## config.mk

```make
export PLATFORM = sky130hd
export DESIGN_NAME = video_cleaner_sync
export DESIGN_NICKNAME = d
export VERILOG_FILES = /design/src/rtl/video_cleaner_sync.sv
export SDC_FILE = /design/constraint.sdc
export NUM_CORES = 1
export LEC_CHECK = 0
export CAP_MARGIN = 20
export CORE_AREA = 10 10 120 122
export CTS_CLUSTER_DIAMETER = 120
export DETAILED_ROUTE_END_ITERATION = 12
export DIE_AREA = 0 0 130 132
export GPL_ROUTABILITY_DRIVEN = 0
export GPL_TIMING_DRIVEN = 0
export HOLD_SLACK_MARGIN = 0.02
export PLACE_DENSITY = 0.68
export SETUP_SLACK_MARGIN = 0.4
export SLEW_MARGIN = 15
export SYNTH_ARGS = -nofsm -noshare
export SYNTH_HDL_FRONTEND = slang
export SYNTH_SLANG_ARGS = --single-unit
export TNS_END_PERCENT = 20
```

## constraint.sdc

```tcl
create_clock -name clk_vid -period 4.92 [get_ports clk_vid]
set_clock_uncertainty 0.15 [all_clocks]
set_input_delay 0.984 -clock clk_vid [delete_from_list [all_inputs] [get_ports clk_vid]]
set_output_delay 0.984 -clock clk_vid [all_outputs]
set_load 0.02 [all_outputs]
```

## src/rtl/video_cleaner_sync.sv

```systemverilog
// ---------------------------------------------------------------------------
// video_cleaner_sync
//
// Video output cleaner sitting between the video generator and the
// scaler/HDMI output. On every ce_pix it registers colour and timing, learns
// the native polarity of HSync and VSync, re-times VBlank/VSync changes to the
// HSync leading edge, and produces a data enable that optionally blanks the
// colour outputs outside active video. Every output lags its input by exactly
// one ce_pix cycle.
//
// Ports:
//   clk_vid, reset_n        video clock, asynchronous active-low reset
//   ce_pix                  pixel clock enable; no state changes while low
//   R, G, B                 input colour components (CW bits each)
//   HSync, VSync            raw syncs of either polarity
//   HBlank, VBlank          active-high blanks
//   DE_in                   external data enable (used when USE_DE=1)
//   VGA_R, VGA_G, VGA_B     cleaned colour
//   VGA_HS, VGA_VS          normalised syncs, active-low when SYNC_OUT_NEG=1
//   VGA_DE, DE_out          data enable (identical)
//   HBlank_out, VBlank_out  registered HBlank, line-aligned VBlank
//   hs_pol, vs_pol          learned input polarity (1 = input active-low)
// ---------------------------------------------------------------------------
module video_cleaner_sync #(
    parameter int CW           = 8,
    parameter int HCNT_W       = 12,
    parameter int VCNT_W       = 20,
    parameter int USE_DE       = 0,
    parameter int BLANK_ZERO   = 1,
    parameter int SYNC_OUT_NEG = 1
) (
    input  logic          clk_vid,
    input  logic          reset_n,
    input  logic          ce_pix,
    input  logic [CW-1:0] R,
    input  logic [CW-1:0] G,
    input  logic [CW-1:0] B,
    input  logic          HSync,
    input  logic          VSync,
    input  logic          HBlank,
    input  logic          VBlank,
    input  logic          DE_in,
    output logic [CW-1:0] VGA_R,
    output logic [CW-1:0] VGA_G,
    output logic [CW-1:0] VGA_B,
    output logic          VGA_HS,
    output logic          VGA_VS,
    output logic          VGA_DE,
    output logic          HBlank_out,
    output logic          VBlank_out,
    output logic          DE_out,
    output logic          hs_pol,
    output logic          vs_pol
);

    localparam logic              SYNC_NEG = (SYNC_OUT_NEG != 0);
    localparam logic              DE_PASS  = (USE_DE != 0);
    localparam logic              ZERO_BLK = (BLANK_ZERO != 0);
    localparam logic [HCNT_W-1:0] HCNT_ONE = HCNT_W'(1);
    localparam logic [VCNT_W-1:0] VCNT_ONE = VCNT_W'(1);

    // Polarity detection state
    logic              hs_prev_q, hs_prev_d;
    logic              vs_prev_q, vs_prev_d;
    logic [HCNT_W-1:0] hcnt_hi_q, hcnt_hi_d;
    logic [HCNT_W-1:0] hcnt_lo_q, hcnt_lo_d;
    logic [VCNT_W-1:0] vcnt_hi_q, vcnt_hi_d;
    logic [VCNT_W-1:0] vcnt_lo_q, vcnt_lo_d;
    logic              hs_pol_q, hs_pol_d;
    logic              vs_pol_q, vs_pol_d;

    // Line alignment state
    logic              hs_n_prev_q, hs_n_prev_d;
    logic              vs_a_q, vs_a_d;
    logic              vblank_q, vblank_d;

    // Output registers
    logic              hblank_q, hblank_d;
    logic              de_q, de_d;
    logic              vga_hs_q, vga_hs_d;
    logic              vga_vs_q, vga_vs_d;
    logic [CW-1:0]     r_q, r_d;
    logic [CW-1:0]     g_q, g_d;
    logic [CW-1:0]     b_q, b_d;

    logic              hs_n, vs_n, hs_lead;

    always_comb begin
        // Normalise with the polarity currently held; a polarity learned this
        // cycle only affects the next ce_pix.
        hs_n    = HSync ^ hs_pol_q;
        vs_n    = VSync ^ vs_pol_q;
        hs_lead = hs_n & ~hs_n_prev_q;

        hs_prev_d   = HSync;
        vs_prev_d   = VSync;
        hs_n_prev_d = hs_n;
        hs_pol_d    = hs_pol_q;
        vs_pol_d    = vs_pol_q;
        hcnt_hi_d   = hcnt_hi_q;
        hcnt_lo_d   = hcnt_lo_q;
        vcnt_hi_d   = vcnt_hi_q;
        vcnt_lo_d   = vcnt_lo_q;

        // HSync: the level that lasted longer over the previous period is the
        // inactive level. On a rising edge the verdict uses the old counts,
        // then counting restarts with the current (high) sample.
        if (HSync && !hs_prev_q) begin
            hs_pol_d  = (hcnt_hi_q > hcnt_lo_q);
            hcnt_hi_d = HCNT_ONE;
            hcnt_lo_d = '0;
        end else if (HSync) begin
            if (hcnt_hi_q != '1) hcnt_hi_d = hcnt_hi_q + HCNT_ONE;
        end else begin
            if (hcnt_lo_q != '1) hcnt_lo_d = hcnt_lo_q + HCNT_ONE;
        end

        // VSync: same scheme over a frame.
        if (VSync && !vs_prev_q) begin
            vs_pol_d  = (vcnt_hi_q > vcnt_lo_q);
            vcnt_hi_d = VCNT_ONE;
            vcnt_lo_d = '0;
        end else if (VSync) begin
            if (vcnt_hi_q != '1) vcnt_hi_d = vcnt_hi_q + VCNT_ONE;
        end else begin
            if (vcnt_lo_q != '1) vcnt_lo_d = vcnt_lo_q + VCNT_ONE;
        end

        // Vertical timing only moves on the HSync leading edge so that a
        // mid-line VBlank/VSync change lands together with the next HS pulse.
        vblank_d = hs_lead ? VBlank : vblank_q;
        vs_a_d   = hs_lead ? vs_n   : vs_a_q;

        hblank_d = HBlank;
        vga_hs_d = hs_n   ^ SYNC_NEG;
        vga_vs_d = vs_a_d ^ SYNC_NEG;

        de_d = DE_PASS ? DE_in : ~(HBlank | vblank_d);

        if (ZERO_BLK && !de_d) begin
            r_d = '0;
            g_d = '0;
            b_d = '0;
        end else begin
            r_d = R;
            g_d = G;
            b_d = B;
        end
    end

    always_ff @(posedge clk_vid or negedge reset_n) begin
        if (!reset_n) begin
            hs_prev_q   <= 1'b0;
            vs_prev_q   <= 1'b0;
            hcnt_hi_q   <= '0;
            hcnt_lo_q   <= '0;
            vcnt_hi_q   <= '0;
            vcnt_lo_q   <= '0;
            hs_pol_q    <= 1'b0;
            vs_pol_q    <= 1'b0;
            hs_n_prev_q <= 1'b0;
            vs_a_q      <= 1'b0;
            vblank_q    <= 1'b1;
            hblank_q    <= 1'b1;
            de_q        <= 1'b0;
            vga_hs_q    <= SYNC_NEG;
            vga_vs_q    <= SYNC_NEG;
            r_q         <= '0;
            g_q         <= '0;
            b_q         <= '0;
        end else if (ce_pix) begin
            hs_prev_q   <= hs_prev_d;
            vs_prev_q   <= vs_prev_d;
            hcnt_hi_q   <= hcnt_hi_d;
            hcnt_lo_q   <= hcnt_lo_d;
            vcnt_hi_q   <= vcnt_hi_d;
            vcnt_lo_q   <= vcnt_lo_d;
            hs_pol_q    <= hs_pol_d;
            vs_pol_q    <= vs_pol_d;
            hs_n_prev_q <= hs_n_prev_d;
            vs_a_q      <= vs_a_d;
            vblank_q    <= vblank_d;
            hblank_q    <= hblank_d;
            de_q        <= de_d;
            vga_hs_q    <= vga_hs_d;
            vga_vs_q    <= vga_vs_d;
            r_q         <= r_d;
            g_q         <= g_d;
            b_q         <= b_d;
        end
    end

    assign VGA_R      = r_q;
    assign VGA_G      = g_q;
    assign VGA_B      = b_q;
    assign VGA_HS     = vga_hs_q;
    assign VGA_VS     = vga_vs_q;
    assign VGA_DE     = de_q;
    assign DE_out     = de_q;
    assign HBlank_out = hblank_q;
    assign VBlank_out = vblank_q;
    assign hs_pol     = hs_pol_q;
    assign vs_pol     = vs_pol_q;

endmodule

```

# Word level (Yosys, flattened, before mapping)
# Cells that the tools add are included.
totals:
  register_bits: 99
  in_bits: 32
  out_inout_bits: 32
  wordCells: 71
classes:
  add_sub_neg: 4
  n_lt_le_gt_ge: 2
  n_eq_ne: 6
  n_mux: 17
  bitwise: 8
  reduce_logical: 16
op_table:
  columns: ["cell", "n"]
  rows:
  - ["2-to-1 mux 20 bit", 6]
  - ["2-to-1 mux 12 bit", 6]
  - ["adder 20 x 1 -> 20 bit (second input constant)", 2]
  - ["!= test 20 bit (second input constant)", 2]
  - ["adder 12 x 1 -> 12 bit (second input constant)", 2]
  - ["2-to-1 mux 8 bit", 3]
  - ["!= test 12 bit (second input constant)", 2]
  - ["greater-than comparator 20 bit", 1]
  - ["greater-than comparator 12 bit", 1]
  - ["AND reduction 3 bit", 4]
  - ["nonzero test 2 bit", 6]
  - ["!= test 2 x 1 -> 1 bit (second input constant)", 2]
  - ["NOT 1 bit", 4]
  - ["AND reduction 2 bit", 2]
  - ["logical AND 1 bit", 2]
  - ["logical NOT 1 bit", 2]
  - ["2-to-1 mux 1 bit", 2]
  - ["XOR 1 bit", 2]
  - ["AND 1 bit", 1]
  - ["OR 1 bit", 1]

# Longest topological paths before layout
# Gate-level depths: netlist of the first run.
depth:
  depth_word: 5
  ltp_mapped: 8
  depth_no_buf: 7

# Least setup slack after synthesis of the first run
# Ideal clock, no wire load.
synth_path:
  kind: "in2reg"
  startpoint: "input port HSync"
  endpoint: "register g_q[5] (netlist: VGA_G[5])"
  setup_time_ns: 0.066
  t_arrival_ns: 2.466
  required_time_ns: 4.704
  setup_slack_ns: 2.238
  stages: 7
  path_buffers: 2
  path_cell_list: "clkbuf_1 > xnor2_1 > nor2_1 > mux2_2 > nor3_2 > buf_2 > a22o_1"
synth_via:
  elab_chain_cells: 5
synth_lines:
  columns: ["item", "line_no", "rtl"]
  rows:
  - ["from (decl)", "38", "input logic HSync,"]
  - ["XOR 1 bit", "91", "hs_n = HSync ^ hs_pol_q;"]
  - ["AND 1 bit", "93", "hs_lead = hs_n & ~hs_n_prev_q;"]
  - ["2-to-1 mux 1 bit", "131", "vblank_d = hs_lead ? VBlank : vblank_q;"]
  - ["OR 1 bit", "138", "de_d = DE_PASS ? DE_in : ~(HBlank | vblank_d);"]
  - ["2-to-1 mux 8 bit", "140", "if (ZERO_BLK && !de_d) begin"]
  - ["to (signal assigned)", "188", "g_q <= g_d;"]
  - ["to (decl)", "83", "logic [CW-1:0] g_q, g_d;"]
# No other way between the ends.
# A chain may end at the register's enable or synchronous reset.

# Final worst setup path of the first run
layout_path:
  startpoint: "input port ce_pix"
  endpoint: "register vcnt_hi_q[13]"
layout_via:
  elab_chain_cells: 1
layout_lines:
  columns: ["item", "line_no", "rtl"]
  rows:
  - ["from (decl)", "34", "input logic ce_pix,"]
  - ["AND reduction 3 bit (no line)", null, null]
  - ["to (signal assigned)", "176", "vcnt_hi_q <= vcnt_hi_d;"]
  - ["to (decl)", "67", "logic [VCNT_W-1:0] vcnt_hi_q, vcnt_hi_d;"]
# No other way between the ends.

==> reports/summary.md, run 1 <==
• finished clean — status
• flip-flop to flip-flop — Hold/Removal Path Class
• 652 — net count of the mapped netlist
• 1.00 — FFs w/ async S/R, synth
• 0.0531 — M3 GR Usage
• 0 — hold-fix buffer count after cts
• 0 — number of nets still failing antenna checks after routing
• 10.5 mm — DPL Wire Length
• 1.29 ns — dpl ws
• 40 — Row Count
• 0 — number of flops mapped to enable cells by yosys
• primary input to flip-flop — type of the worst setup path
• 3.31 ns — Arr. time, crit path
• 0 — count of instances resized after the clock tree is built
• 0 — initial antenna violation count
• 132 um — height of the die
• 0 — number of endpoints failing setup at the final stage
• 0.285 — fraction of met2 tracks used by global routing
• 0 — gr ovfl total
• flip-flop — Critical Path End Type
• 59 — largest net degree at the start of global routing
• 4717 — vias post-DR
• 10 — Critical Path Fanout Max
• 0.309 GHz — Highest Clock Rate
• 792 — Cell Count Post-Placement
• 0 — max-slew violation count
• 0 — Yosys warnings
• 0.07 ns — clock-pin slew on the worst setup and hold paths
• 0.443 — sequential element share of the synthesized area
• 17.5 um — post-DR wirelength/cell
• 0 ns — final setup TNS
• 0.0787 — share of post-route cells with drive strength above 1
• 0 — final hold violations
• 0.207 — Global Route met1 Usage
• 0 — count of maximum capacitance violations
• 17200 sq um — full die area
• 0.658 — fraction of the cycle the final worst path needs
• met2 — gr busiest metal
• 24.1 mm — wire length of the first global-routing pass
• 58 — synth unique cells
• 0.327 ns — hold slack
• 2 — largest buffer count on any clock path
• 0.563 — Finished Core Util
• no — RSZ-0062 raised after global routing
• 1.68 ns — smallest setup slack after layout
• 9 — number of buffers created by CTS
• 130 um — Die X
• 19.6% — growth of design area from synthesis to finish
• sky130_fd_sc_hd__clkbuf_16 — CTS root buffer
• 14.2 mm — Routed Wire Length
• 3.24 ns — post-layout min period
• 0 — DRC violation count after routing
• 0.36 ns — worst skew pair latency
• 2.94 nW — Lkg Pwr
• 5.84 — Via-to-Cell Ratio
• 3 — H-tree level count
• 11900 sq um — placeable core region
• 0.924 ns — slew at the pin with the worst max-slew slack
• 4.99 ns — required time at the worst-slack endpoint
• 60 — port buffer count
• 0.226 mV — Max VDD drop
• 0 — antenna diode count
• 99 — Seq cells post-synth
• 724 — Layout Nets
• 0.379 — tightest slew margin relative to the limit
• 584 — cell count after synthesis
• 64 — Top-Level Pins
• 9.59 sq um — Avg Cell Area, Syn
• 0.172 — GRT Util Overall
• 347 — initial DRC count
• 5 — first-pass iteration count of the detailed router
• 808 — Layout Cells excl Fill
• 0 — Post-CTS Setup Repair Bufs
• 99 — CTS sink count
• 350 nW/um^2 — Pwr per Cell Area
• primary input — critical path startpoint category
• built — CTS tree
• 5600 sq um — area of the mapped netlist
• sky130_fd_sc_hd__dfrtp_1 — ys flop type
• 0.470 — starting utilization of the core area
• 4779 — number of global-route vias before repair
-- where the power goes --
group | switching (W) | internal [W] | total (W) | leakage [nW]
registers | 0.000109 | 0.000932 | 0.00104 | 1.30
logic | 0.000327 | 0.000285 | 0.000612 | 1.49
clock network | 0.000329 | 0.000365 | 0.000694 | 0.142
total | 0.000764 | 0.00158 | 0.00235 | 2.94
-- path summary, 6_finish.rpt --
| kind | from | endpoint | cells after the start | slack, ns |
|---|---|---|---|---|
| setup / recovery | ce_pix | vcnt_hi_q[13] | 6 | 1.68 |
| hold / removal | VGA_HS | VGA_HS | 2 | 0.33 |
| setup reg to reg | hcnt_lo_q[0] | hcnt_lo_q[11] | 7 | 2.45 |
| hold reg to reg | VGA_HS | VGA_HS | 2 | 0.33 |
| max in group asynchronous | reset_n | VBlank_out | 2 | 3.57 |
| min in group asynchronous | reset_n | vcnt_hi_q[6] | 1 | 0.39 |
-- stage by stage --
stage	power (W)	instance area (sq um)
2_1_floorplan	0.00140	5600
3_3_place_gp	0.00165	6390
3_5_place_dp	0.00167	6420
4_1_cts	0.00237	6700
5_1_grt	0.00249	6700
6_report	0.00235	6700
-- Yosys cell counts (8+ instances only) --
cell                       number  share of area
sky130_fd_sc_hd__o211ai_1       8          0.011
sky130_fd_sc_hd__a21oi_1       28          0.025
sky130_fd_sc_hd__nand4_1       24          0.027
sky130_fd_sc_hd__a22o_1        24          0.038
sky130_fd_sc_hd__inv_1         42          0.028
sky130_fd_sc_hd__xor2_1        21          0.033
sky130_fd_sc_hd__nor3_1        14          0.013
sky130_fd_sc_hd__nor2_1        59          0.040
sky130_fd_sc_hd__clkbuf_1       9         0.0060
sky130_fd_sc_hd__ha_1          36          0.080
sky130_fd_sc_hd__o21ai_0       25          0.022
sky130_fd_sc_hd__nand3_1       29          0.026
sky130_fd_sc_hd__nand2_1       39          0.026
sky130_fd_sc_hd__a31oi_1       14          0.016
sky130_fd_sc_hd__and4_1         9          0.014
sky130_fd_sc_hd__dfrtp_1       95           0.42
-- layer usage --
metal	up-vias	routed length (um)
met2	118	7000
met3	20	765
li1	2295	-
met1	2284	6150
met5	-	0
met4	0	248
-- flip-flops by register name (all words and copies together) (netlist names) --
signal	count
DE_out	1
HBlank_out	1
VBlank_out	1
VGA_B	8
VGA_G	8
VGA_HS	1
VGA_R	8
VGA_VS	1
hcnt_hi_q	12
hcnt_lo_q	12
hs_n_prev_q	1
hs_pol	1
hs_prev_q	1
vcnt_hi_q	20
vcnt_lo_q	20
vs_a_q	1
vs_pol	1
vs_prev_q	1
-- layout make-up --
| class | instances | area, sq um |
|---|---|---|
| plain buffers | 20 | 109 |
| clock buffers | 11 | 243 |
| clock inverters | 5 | 43.8 |
| fillers | 1049 | 5210 |
| inverters | 42 | 158 |
| multi-input cells | 423 | 2850 |
| flip-flops and latches | 99 | 2480 |
| well taps | 147 | 184 |
| repair buffers | 61 | 629 |
-- cell usage in the layout, fill, tap and decap left out, types with 3 or more instances in the layout --
master                            count
sky130_fd_sc_hd__a21o_1               3
sky130_fd_sc_hd__a21oi_1             28
sky130_fd_sc_hd__a221o_1              3
sky130_fd_sc_hd__a22o_1              24
sky130_fd_sc_hd__a31oi_1             14
sky130_fd_sc_hd__a41oi_1              4
sky130_fd_sc_hd__and3_1               6
sky130_fd_sc_hd__and4_1               9
sky130_fd_sc_hd__buf_2                6
sky130_fd_sc_hd__buf_6                4
sky130_fd_sc_hd__clkbuf_1            10
sky130_fd_sc_hd__clkbuf_16            9
sky130_fd_sc_hd__clkdlybuf4s50_1     59
sky130_fd_sc_hd__dfrtp_1             95
sky130_fd_sc_hd__dfstp_2              4
sky130_fd_sc_hd__ha_1                36
sky130_fd_sc_hd__inv_1               42
sky130_fd_sc_hd__inv_6                4
sky130_fd_sc_hd__mux2_2               7
sky130_fd_sc_hd__mux2i_1              5
sky130_fd_sc_hd__nand2_1             39
sky130_fd_sc_hd__nand3_1             29
sky130_fd_sc_hd__nand4_1             24
sky130_fd_sc_hd__nor2_1              59
sky130_fd_sc_hd__nor2b_1              3
sky130_fd_sc_hd__nor3_1              14
sky130_fd_sc_hd__nor4_1               3
sky130_fd_sc_hd__nor4b_1              3
sky130_fd_sc_hd__o2111ai_1            4
sky130_fd_sc_hd__o211ai_1             8
sky130_fd_sc_hd__o21a_1               5
sky130_fd_sc_hd__o21ai_0             25
sky130_fd_sc_hd__o31ai_1              7
sky130_fd_sc_hd__o41ai_1              3
sky130_fd_sc_hd__or2_2                4
sky130_fd_sc_hd__xnor2_1              7
sky130_fd_sc_hd__xor2_1              21
-- cells by family after synthesis --
logic type	after synthesis	share of synthesized area
AND/OR/NAND/NOR	207	0.191
AO/OA/AOI/OAI	140	0.172
flip-flops	99	0.443
buffers and inverters	62	0.0476
adder cells (fa/ha/maj)	36	0.0804
XOR/XNOR	28	0.0438
multiplexers	12	0.0230
-- worst max-delay path, stage by stage --
cell and delay (ns):
sky130_fd_sc_hd__clkdlybuf4s50_1 0.61, sky130_fd_sc_hd__inv_1 0.13, sky130_fd_sc_hd__clkbuf_1 0.29, sky130_fd_sc_hd__nor2_1 0.74, sky130_fd_sc_hd__clkbuf_1 0.43, sky130_fd_sc_hd__nor2_1 0.11
Note: power is estimated with default switching activity, not from simulation.
==> run 2, diff against run 1 <==
clock period = 3 ns   (was 4.92 ns; I/O delays follow)
==> reports/summary.md, run 2 (synthesized netlist as in run 1, its figures left out) <==
• finished clean — status
• 0.36 ns — worst skew pair latency, about the same
• 4783 — number of global-route vias before repair, +0.084%
• 0 — initial antenna violation count, unchanged
• 40 — Row Count, unchanged
• 0.327 ns — hold slack, unchanged
• vcnt_hi_q x20, vcnt_lo_q x20 — largest registers
• 17.5 um — post-DR wirelength/cell, -0.16%
• 0.398 GHz — Highest Clock Rate
• vcnt_lo_q[6] — capture point of the critical path
• 2.64 ns — Arr. time, crit path, -0.67 ns
• sky130_fd_sc_hd__clkbuf_16 — CTS root buffer
• 10 — Critical Path Fanout Max, unchanged
• 0 — antenna diode count, unchanged
• 0 — number of endpoints failing setup at the final stage, unchanged
• 132 um — height of the die, unchanged
• 0.00125 W — switching power total, +64%
• 348 — initial DRC count, +0.29%
• 0.296 — share of power burned in the clock network, about the same
• 725 — Layout Nets, +0.14%
• 0 — final hold violations, unchanged
• 95 x sky130_fd_sc_hd__dfrtp_1, 59 x sky130_fd_sc_hd__clkdlybuf4s50_1, 58 x sky130_fd_sc_hd__nor2_1 — highest-count cells in the layout ignoring fill and taps
• 0.470 — starting utilization of the core area, unchanged
• 2 — largest buffer count on any clock path, unchanged
• 792 — Cell Count Post-Placement, unchanged
• flip-flop — Critical Path End Type
• 24.1 mm — wire length of the first global-routing pass, about the same
• 0.326 — Switching Share, about the same
• 0.565 — Finished Core Util, +0.00242
• 0.371 mV — Max VDD drop, +64%
• 0 — count of maximum capacitance violations, unchanged
• sky130_fd_sc_hd__dfrtp_1 — most frequent standard cell in the layout excluding fill and tap cells
• primary input — critical path startpoint category
• hcnt_lo_q[11] — capture instance of the worst register-to-register path
• 3 — H-tree level count, unchanged
• 14.2 mm — Routed Wire Length, about the same
• 17200 sq um — full die area, unchanged
• yes — RSZ-0062 raised after global routing
• 60 — port buffer count, unchanged
• 0 — gr ovfl total, unchanged
• 4698 — vias post-DR, -0.40%
• 5.81 — Via-to-Cell Ratio, -0.53%
• 0.966 ns — slew at the pin with the worst max-slew slack, +0.0422 ns
• 0 — number of nets still failing antenna checks after routing, unchanged
• 2.94 nW — Lkg Pwr, +0.29%
• 0.443 — Flop pwr share, about the same
• 3.13 ns — required time at the worst-slack endpoint, -1.86 ns
• built — CTS tree
• 1044 — fill cell instance count of the final layout, -0.48%
• 5 — first-pass iteration count of the detailed router, unchanged
• 99 — CTS sink count, unchanged
• 0.838 — fraction of the cycle the final worst path needs
• 10.5 mm — DPL Wire Length, unchanged
• 809 — Layout Cells excl Fill, +0.12%
• 0 — max-slew violation count, unchanged
• 0.351 — tightest slew margin relative to the limit, -0.0284
• 0 — DRC violation count after routing, unchanged
• 2.52 ns — post-layout min period
• 9 — number of buffers created by CTS, unchanged
• 64 — Top-Level Pins, unchanged
• 11900 sq um — placeable core region, unchanged
• 572 nW/um^2 — Pwr per Cell Area, +63%
• ce_pix — Worst Setup SP
• hcnt_lo_q[0] — beginning of the worst register-to-register path
• flip-flop to flip-flop — Hold/Removal Path Class
• 0.0846 — share of post-route cells with drive strength above 1, +0.00592
• 0 — Post-CTS Setup Repair Bufs, unchanged
• 0.173 — GRT Util Overall, about the same
• 0.261 — relative contribution of combinational cells to total power, about the same
• 0.53 ns — Register-to-Register Setup Slack, -1.92 ns
• 130 um — Die X, unchanged
• 0.00260 W — Int Pwr, +64%
• 0.07 ns — clock-pin slew on the worst setup and hold paths, about the same
• primary input to flip-flop — type of the worst setup path
• 59 — largest net degree at the start of global routing, unchanged
• 20.1% — growth of design area from synthesis to finish
• 7 — depth of the worst register-to-register path, unchanged
run 2: what timing repair did:
item                                    4_1_cts  5_1_grt
cloned                                        0        0
endpoints found under the setup margin       12       18
resized for setup                             3        4
hold buffers                                  1        0
hold endpoints to repair                     11        0
run 2: metrics by stage:
stage	TNS [ns]	instance area [sq um]	setup slack, ns	total power (W)
2_1_floorplan	0	5600	0.702	0.00230
3_3_place_gp	-244.14	6390	-2.50	0.00270
3_5_place_dp	-2.24	6420	-0.244	0.00273
4_1_cts	0	6730	0.451	0.00390
5_1_grt	0	6730	0.315	0.00409
6_report	0	6730	0.485	0.00385
run 2: critical path, stage by stage:
cell and delay [ns]:
sky130_fd_sc_hd__clkdlybuf4s50_1 0.61, sky130_fd_sc_hd__buf_2 0.29, sky130_fd_sc_hd__nand2_1 0.22, sky130_fd_sc_hd__a31oi_2 0.57, sky130_fd_sc_hd__a41oi_1 0.19, sky130_fd_sc_hd__a31oi_1 0.16
run 2: how the worst min path moves through the flow:
stage	startpoint	end	slack, ns	depth (start not counted)
finish	VGA_HS	VGA_HS	0.33	2
global route	vcnt_lo_q[6]	vcnt_lo_q[6]	0.36	1
CTS	VGA_HS	VGA_HS	0.33	2
detailed placement	VGA_HS	VGA_HS	0.31	2
global placement	VGA_HS	VGA_HS	0.31	2
floorplan	reset_n	DE_out	0.15	0
run 2: layout make-up:
class                   instances  area (sq um)  share of cell area
plain buffers                  20           110              0.0164
clock inverters                 5          43.8             0.00651
inverters                      42           158              0.0234
multi-input cells             423          2870               0.427
well taps                     147           184              0.0273
clock buffers                  11           243              0.0361
flip-flops and latches         99          2480               0.369
repair buffers                 62           639              0.0950
run 2: routing by layer:
layer | global-route usage | vias to the layer above | wire, um
met5 | 0 | - | 0
met4 | 0.0550 | 0 | 273
met3 | 0.0531 | 25 | 727
met2 | 0.285 | 110 | 6980
met1 | 0.207 | 2271 | 6170
li1 | - | 2292 | -
run 2: power by group through the flow:
stage	sequential [W]	clock [W]	combinational, W
2_1_floorplan	0.00180	0	0.000497
3_3_place_gp	0.00172	0	0.000977
3_5_place_dp	0.00173	0	0.00101
4_1_cts	0.00170	0.00118	0.00102
5_1_grt	0.00174	0.00122	0.00112
6_report	0.00171	0.00114	0.00101
==> run 3, diff against run 2 <==
PLACE_DENSITY = 0.71   (was 0.68)
clock period = 2.08 ns   (was 3 ns; I/O delays follow)
==> reports/summary.md, run 3 (synthesized netlist as in run 1, its figures left out) <==
• built — CTS tree
• 0.305 — relative contribution of combinational cells to total power, +0.044
• 0 — antenna diode count, unchanged
• 2 — largest buffer count on any clock path, unchanged
• 8 — first-pass iteration count of the detailed router, +3
• 62 — largest net degree at the start of global routing, +5.1%
• 0.281 — share of power burned in the clock network, -0.015
• 0 — max-slew violation count, unchanged
• 0.07 ns — clock-pin slew on the worst setup and hold paths, about the same
• finished clean — status
• 2.17 ns — required time at the worst-slack endpoint, -0.96 ns
• 904 — fill cell instance count of the final layout, -13%
• 9 — number of buffers created by CTS, unchanged
• 7850 sq um — Final Instance Area, +17%
• 132 um — height of the die, unchanged
• 0.580 mV — Max VDD drop, +57%
• 0 — number of nets still failing antenna checks after routing, unchanged
• 0.00193 W — switching power total, +53%
• flip-flop — Critical Path End Type
• 2500 sq um — area taken by flip-flops and latches, +0.55%
• 0.36 ns — worst skew pair latency, about the same
• 0.973 — fraction of the cycle the final worst path needs
• 60 — port buffer count, unchanged
• 5252 — number of global-route vias before repair, +9.8%
• 5303 — vias post-DR, +13%
• 1 — initial antenna violation count, +1
• 3 — H-tree level count, unchanged
• 0.188 — GRT Util Overall, +0.0159
• 2.11 ns — Arr. time, crit path, -0.53 ns
• 40 — Row Count, unchanged
• 0 — count of maximum capacitance violations, unchanged
• 18.4 um — post-DR wirelength/cell, +5.3%
• 0.00403 W — Int Pwr, +55%
• 0 — gr ovfl total, unchanged
• 0 — number of endpoints failing setup at the final stage, unchanged
• 0 — DRC violation count after routing, unchanged
• 0.323 — Switching Share, -0.00231
• 16.4 mm — Routed Wire Length, +16%
• 17200 sq um — full die area, unchanged
• 491 — initial DRC count, +41%
• flip-flop — critical path startpoint category
• 99 — CTS sink count, unchanged
• 26.4 mm — wire length of the first global-routing pass, +9.6%
• vcnt_hi_q x20, vcnt_lo_q x20 — largest registers
• yes — RSZ-0062 raised after global routing
• flip-flop to flip-flop — type of the worst setup path
• 0.414 — Flop pwr share, -0.029
• sky130_fd_sc_hd__dfrtp_1 — most frequent standard cell in the layout excluding fill and tap cells
• 0.00595 W — total power after layout, +55%
• 3230 sq um — multi-input combinational cell area, +13%
• 0 — final hold violations, unchanged
• 84 x sky130_fd_sc_hd__dfrtp_1, 69 x sky130_fd_sc_hd__buf_4, 55 x sky130_fd_sc_hd__nor2_1 — highest-count cells in the layout ignoring fill and taps
• 10.6 mm — DPL Wire Length, +1.3%
• sky130_fd_sc_hd__clkbuf_16 — CTS root buffer
• 0.560 ns — slew at the pin with the worst max-slew slack, -0.406 ns
• 5.95 — Via-to-Cell Ratio, +2.5%
• 0.160 ns — hold slack, -0.167 ns
• 808 — Layout Nets, +11%
• 4 — Critical Path Fanout Max, -6
• 6490 sq um — Placed Area, +1.2%
• 11900 sq um — placeable core region, unchanged
• 0.470 — starting utilization of the core area, unchanged
• 40.2% — growth of design area from synthesis to finish
• primary input to flip-flop — Hold/Removal Path Class
• 64 — Top-Level Pins, unchanged
• 758 nW/um^2 — Pwr per Cell Area, +32%
• 130 um — Die X, unchanged
• 0.626 — tightest slew margin relative to the limit, +0.276
• 3.51 nW — Lkg Pwr, +19%
• 0.263 — share of post-route cells with drive strength above 1, +0.179
• 2.02 ns — post-layout min period
• 0.494 GHz — Highest Clock Rate
==> run 3: path summary, 6_finish.rpt <==
path | from | endpoint | slack [ns] | depth (start not counted)
max | vcnt_lo_q[8] | vcnt_lo_q[11] | 0.06 | 8
min | HSync | hcnt_lo_q[8] | 0.16 | 2
max reg2reg | vcnt_lo_q[8] | vcnt_lo_q[11] | 0.06 | 8
min reg2reg | VGA_HS | VGA_HS | 0.33 | 2
max in group asynchronous | reset_n | VBlank_out | 0.72 | 3
min in group asynchronous | reset_n | vcnt_hi_q[7] | 0.38 | 2
==> run 3: metal layers <==
layer | vias to the layer above | global-route usage | wire [um]
li1 | 2467 | - | -
met4 | 2 | 0.0725 | 453
met2 | 215 | 0.316 | 8340
met1 | 2577 | 0.225 | 6730
met5 | - | 0 | 8
met3 | 42 | 0.0459 | 880
==> run 3: critical path, cell delays in order, from the launching register on <==
cell and delay (ns):
sky130_fd_sc_hd__dfrtp_1 0.39, sky130_fd_sc_hd__and2_4 0.16, sky130_fd_sc_hd__buf_6 0.11, sky130_fd_sc_hd__and3_4 0.14
sky130_fd_sc_hd__buf_6 0.11, sky130_fd_sc_hd__and4_1 0.17, sky130_fd_sc_hd__buf_6 0.12, sky130_fd_sc_hd__or2_4 0.24
sky130_fd_sc_hd__a221o_1 0.32
==> run 3: cell type report <==
| class | instances | area share |
|---|---|---|
| plain buffers | 20 | 0.0244 |
| inverters | 42 | 0.0201 |
| clock buffers | 10 | 0.0292 |
| well taps | 147 | 0.0234 |
| multi-input cells | 425 | 0.412 |
| clock inverters | 5 | 0.00813 |
| repair buffers | 143 | 0.165 |
| flip-flops and latches | 99 | 0.318 |
==> run 3: power groups by stage <==
| stage | registers, W | logic (W) | clock network [W] |
|---|---|---|---|
| 3_3_place_gp | 0.00250 | 0.00146 | 0 |
| 4_1_cts | 0.00245 | 0.00172 | 0.00171 |
| 5_1_grt | 0.00250 | 0.00198 | 0.00181 |
| 6_report | 0.00246 | 0.00182 | 0.00167 |
| 3_5_place_dp | 0.00251 | 0.00151 | 0 |
| 2_1_floorplan | 0.00261 | 0.000773 | 0 |
==> run 3: metrics by stage <==
step / setup TNS (ns) / utilization / setup WS, ns / std cells
global route: 0 / 0.659 / 0.0297 / 891
floorplan: 0 / - / 0.0503 / 584
CTS: 0 / 0.638 / 0.0433 / 874
global placement: -358.42 / 0.543 / -3.63 / 791
detailed placement: -41.12 / 0.545 / -0.879 / 792
finish: 0 / 0.659 / 0.0559 / 891
==> run 3: timing repair <==
item,in CTS,in global routing
endpoints found under the setup margin,129,124
resized for setup,86,27
buffers inserted,63,16
pin swaps,31,14
hold buffers,1,0
endpoints found under the hold margin,38,0
cloned,3,1
